===== src/rtl/sfifo_serializer.sv =====
// Width-down serializer: one WIDTH_IN word in, RATIO WIDTH_OUT beats out (LSB lane first, or MSB first with SFIFO_SERIALIZER_MSB_FIRST_EN).
// Latency: first beat valid 1 cycle after the input handshake; sustained 1 beat per cycle with no inter-word bubble.
// Backpressure: sender_ready low freezes the current beat; receiver_ready only rises when idle or on an accepted last beat.
module sfifo_serializer #(
    parameter int WIDTH_IN  = 32,
    parameter int WIDTH_OUT = 8
) (
    input  logic                 clock,
    input  logic                 reset,
    input  logic [WIDTH_IN-1:0]  receiver_data,
    input  logic                 receiver_valid,
    output logic                 receiver_ready,
    output logic [WIDTH_OUT-1:0] sender_data,
    output logic                 sender_valid,
    input  logic                 sender_ready
);

    localparam int RATIO  = WIDTH_IN / WIDTH_OUT;
    localparam int LANE_W = (RATIO > 1) ? $clog2(RATIO) : 1;

    if ((WIDTH_IN % WIDTH_OUT) != 0 || RATIO < 2) begin : g_bad_params
        $error("sfifo_serializer: WIDTH_IN must be a multiple of WIDTH_OUT with ratio >= 2");
    end

    // Output is busy exactly when a beat is being presented.
    typedef enum logic {
        IDLE = 1'b0,
        SEND = 1'b1
    } state_t;

    state_t                 state_q, state_d;
    logic [LANE_W-1:0]      lane_q, lane_d;
    logic [WIDTH_IN-1:0]    shreg_q, shreg_d;
    logic [WIDTH_OUT-1:0]   data_q, data_d;

    logic last;
    logic in_fire;
    logic out_fire;

    // Picks lane k out of a word; lane order is the only difference between builds.
    function automatic logic [WIDTH_OUT-1:0] lane_of(input logic [WIDTH_IN-1:0] w,
                                                     input logic [LANE_W-1:0]   k);
`ifdef SFIFO_SERIALIZER_MSB_FIRST_EN
        lane_of = w[WIDTH_IN-1-int'(k)*WIDTH_OUT -: WIDTH_OUT];
`else
        lane_of = w[int'(k)*WIDTH_OUT +: WIDTH_OUT];
`endif
    endfunction

    assign last           = (lane_q == LANE_W'(RATIO-1));
    assign sender_valid   = (state_q == SEND);
    assign sender_data    = data_q;
    assign out_fire       = sender_valid && sender_ready;
    // Depends only on registered state and sender_ready, never on receiver_valid.
    assign receiver_ready = !reset && (!sender_valid || (sender_ready && last));
    assign in_fire        = receiver_valid && receiver_ready;

    // Next-state: a new word wins over lane advance so the last beat hands over without a bubble.
    always_comb begin
        state_d = state_q;
        lane_d  = lane_q;
        shreg_d = shreg_q;
        data_d  = data_q;
        if (in_fire) begin
            shreg_d = receiver_data;
            data_d  = lane_of(receiver_data, '0);
            state_d = SEND;
            lane_d  = '0;
        end else if (out_fire) begin
            if (!last) begin
                lane_d = lane_q + LANE_W'(1);
                data_d = lane_of(shreg_q, lane_q + LANE_W'(1));
            end else begin
                state_d = IDLE;
                lane_d  = '0;
            end
        end
    end

    // State registers; reset discards any partially sent word.
    always_ff @(posedge clock) begin
        if (reset) begin
            state_q <= IDLE;
            lane_q  <= '0;
            shreg_q <= '0;
            data_q  <= '0;
        end else begin
            state_q <= state_d;
            lane_q  <= lane_d;
            shreg_q <= shreg_d;
            data_q  <= data_d;
        end
    end

endmodule


===== config.mk =====
export PLATFORM = sky130hd
export DESIGN_NAME = sfifo_serializer
export DESIGN_NICKNAME = d
export VERILOG_FILES = /design/src/rtl/sfifo_serializer.sv
export SDC_FILE = /design/constraint.sdc
export NUM_CORES = 1
export LEC_CHECK = 0
export BUFFER_PORTS_ARGS = -buffer_cell sky130_fd_sc_hd__buf_2
export CORE_ASPECT_RATIO = 0.7
export CORE_UTILIZATION = 45
export DETAILED_ROUTE_END_ITERATION = 12
export MAX_ROUTING_LAYER = met4
export PLACE_DENSITY = 0.69
export SETUP_SLACK_MARGIN = 0.1
export SYNTH_ARGS = -nofsm -noshare
export SYNTH_HDL_FRONTEND = slang
export SYNTH_SLANG_ARGS = --single-unit

===== constraint.sdc =====
create_clock -name clock -period 3 [get_ports clock]
set_clock_uncertainty 0.2 [all_clocks]
set_input_delay 0.15 -clock clock [delete_from_list [all_inputs] [get_ports clock]]
set_output_delay 0.15 -clock clock [all_outputs]
set_load 0.03 [all_outputs]

==> results_dict.tcl <==
set metrics [dict create \
    clock.fmax_mhz 455 \
    setup_viol 0 \
    critical_path.endpoint_type "register" \
    startpoint_type "register" \
    tns_ns 0 \
    clock_sinks 43 \
    min_path_type "in -> reg" \
    grt_overflow 0 \
    drtAntennaViolNets 0 \
    clockRootBuffer "clkbuf_8" \
    clkLatencyLatePin_ns 0.29 \
    cts_buffers 5 \
    fp.dieW_um 79.3 \
    seq_area_frac_synth_pct 45.7 \
    netlist_instances 198 \
    synth_simple_gate_area_share_pct 27.8 \
    critPathMaxFanout 12 \
    diodes 0 \
    required_ns 2.94 \
    die-height_um 56.1 \
    cts_tree "done" \
    leakage_uw 0.00114 \
    grtUsageTotal_pct 20.6 \
    setup_slack_ns 0.801 \
    drv_slew 0 \
    synthFlopType "dfxtp_1" \
    ys_warn_count 0 \
    final_net_count 309 \
    synth-async-reset-ratio_pct 0 \
    io_pins 46 \
    clk_path_buf_depth 2 \
    grt_max_degree 38 \
    port_buffers 45 \
    worst-endpoint-arrival_ns 2.14 \
    holdPathStages 4 \
    rsz0062_at_grt "false" \
    dp_slack_ns 0.776 \
    synth_compound_area_share_pct 10.2 \
    drive_above_1_share_pct 25.4 \
    power_uw 1280 \
    clk_pin_slew_ns 0.08 \
    hpwl_mm 2.46 \
    synth_edf_count 0 \
    wl_per_cell_um 12.3 \
    dr.first_iter.drc_count 47 \
    fin_cells 324 \
    fin_crit_ns 2.20 \
    ys_top_cells_by_area "dfxtp_1 46%, nand2_1 13%, nand3b_1 10%" \
    p_switching_uw 314 \
    run_status "finished clean" \
    ff2ff_path_depth 5 \
    maxCapViolCount 0 \
    cts_htree_levels 2 \
    p_per_area_mw_per_mm2 505 \
    syn_area_per_cell_sq_um 9.52 \
    fin_crit_sh_pct 73.3 \
    antenna_found_initial 0 \
    wl_mm 3.98 \
    synth_top_family_by_area "simple AND/OR/NAND/NOR gates" \
    hold_violations 0 \
    vias 1589 \
    ir_worst_vdd_mv 0.309 \
    rows 19 \
    synth.area.mux_share_pct 10.1 \
    avgViaCountPerCell 4.90 \
    synthAdderAreaFrac_pct 0.664 \
    yosys-top-cells-count "65 x nand2_1, 43 x dfxtp_1, 25 x nand3b_1" \
    synth.top_cell.area_share_pct 45.7 \
    first_global_vias 1565 \
    synth_xor_area_share_pct 0 \
    dr.pass1.iters 4 \
    rrSetupSlack_ns 0.80 \
    syn-num-nets 235 \
    syn_area_sq_mm 0.00188 \
    drc 0 \
    dp_cells 284 \
    power_frac_comb_pct 17.1 \
    seqPwrFrac_pct 49.5 \
    clkPwrFrac_pct 33.4 \
    synth.most_common_cell "nand2_1" \
    slew_headroom_pct 48.0 \
    crit_type "reg -> reg" \
    intPower_uw 968 \
    synthToLayoutAreaGrowth_pct 34.8 \
    yosysUniqueCellTypes 25 \
    tightest_slew_ns 0.779 \
    initial_core_util_pct 47.5 \
    synth_top_area_cell "dfxtp_1" \
    core_area_sq_mm 0.00397 \
    die-area_sq_mm 0.00445 \
    ys_ff_latch 43 \
    cts_setup_buffers 0 \
    gp_congestion 0.724 \
    holdWs_ns 0.0554 \
    p_sw_share_pct 24.5 \
    grt_first_pass_wirelength_mm 6.86 \
]
-- path summary, 6_finish.rpt --
kind	start	endpoint
max	lane_q[0]$_SDFFE_PP0P_	sender_data[5]$_SDFFE_PP0P_
min	sender_ready	lane_q[0]$_SDFFE_PP0P_
max reg2reg	lane_q[0]$_SDFFE_PP0P_	sender_data[5]$_SDFFE_PP0P_
min reg2reg	shreg_q[17]$_SDFFE_PP0P_	shreg_q[17]$_SDFFE_PP0P_
-- power groups by stage --
stage	registers [uW]	logic, uW	clock network, uW
final	635	219	428
after global routing	640	242	458
after CTS	635	220	434
after detailed placement	648	187	0
after global placement	648	185	0
after floorplan	664	117	0
-- area by class of cell --
| class | instances | area (sq um) |
|---|---|---|
| fill | 330 | 1430 |
| multi-input combinational | 138 | 918 |
| sequential | 43 | 861 |
| timing repair buffer | 82 | 586 |
| clock buffer | 6 | 72.6 |
| tap | 52 | 65.1 |
| clock inverter | 1 | 30.0 |
| inverter | 2 | 7.51 |
-- cell usage in the layout, fill, tap and decap left out, types with 2 or more instances in the layout --
cell type / synthesis / final
a21oi_1: 2 / 2
a22o_1: 8 / 8
a311oi_1: 6 / 6
a311oi_2: 2 / 2
and2b_1: 2 / 2
buf_2: 3 / 45
buf_4: 2 / 4
clkbuf_8: 0 / 5
dfxtp_1: 43 / 43
dlygate4sd3_1: 0 / 33
inv_1: 2 / 2
mux4_2: 8 / 8
nand2_1: 65 / 65
nand3b_1: 25 / 25
nor2_1: 8 / 8
nor2b_1: 2 / 2
nor3_1: 2 / 2
-- flip-flops by register name (all words and copies together) (netlist names) --
signal / count
shreg_q: 32
sender_data: 8
lane_q: 2
sender_valid: 1
-- kinds of logic (layout without fill, tap and decap cells) --
group / Yosys count / count (layout)
adders and majority gates: 1 / 1
and+or+nand+nor: 107 / 107
buffers and inverters: 17 / 91
muxes: 9 / 9
AOI/OAI and AO/OA: 21 / 21
DFF: 43 / 43
-- metal layers --
metal | GRT usage [%] | wire (um)
met5 | - | 0
met1 | 26.8 | 1990
met4 | 3.90 | 31
met2 | 32.6 | 1760
met3 | 5.41 | 193
-- per-stage QoR --
step	utilization [%]	instance area, sq um
after floorplan	-	1880
after global placement	53.1	2110
after detailed placement	53.1	2110
after CTS	64.0	2540
after global routing	64.0	2540
final	64.0	2540
-- critical path, stage by stage, from the launching register on --
cell	delay, ns
dfxtp_1	0.30
buf_4	0.18
ha_1	0.62
mux4_2	0.56
nand2_1	0.09
a311oi_2	0.10
-- repair_timing --
item / 4_1_cts / 5_1_grt
resized for setup: 0 / 0
hold endpoints to repair: 42 / 0
hold buffers: 33 / 0
Power figures use the tool's default switching activity.
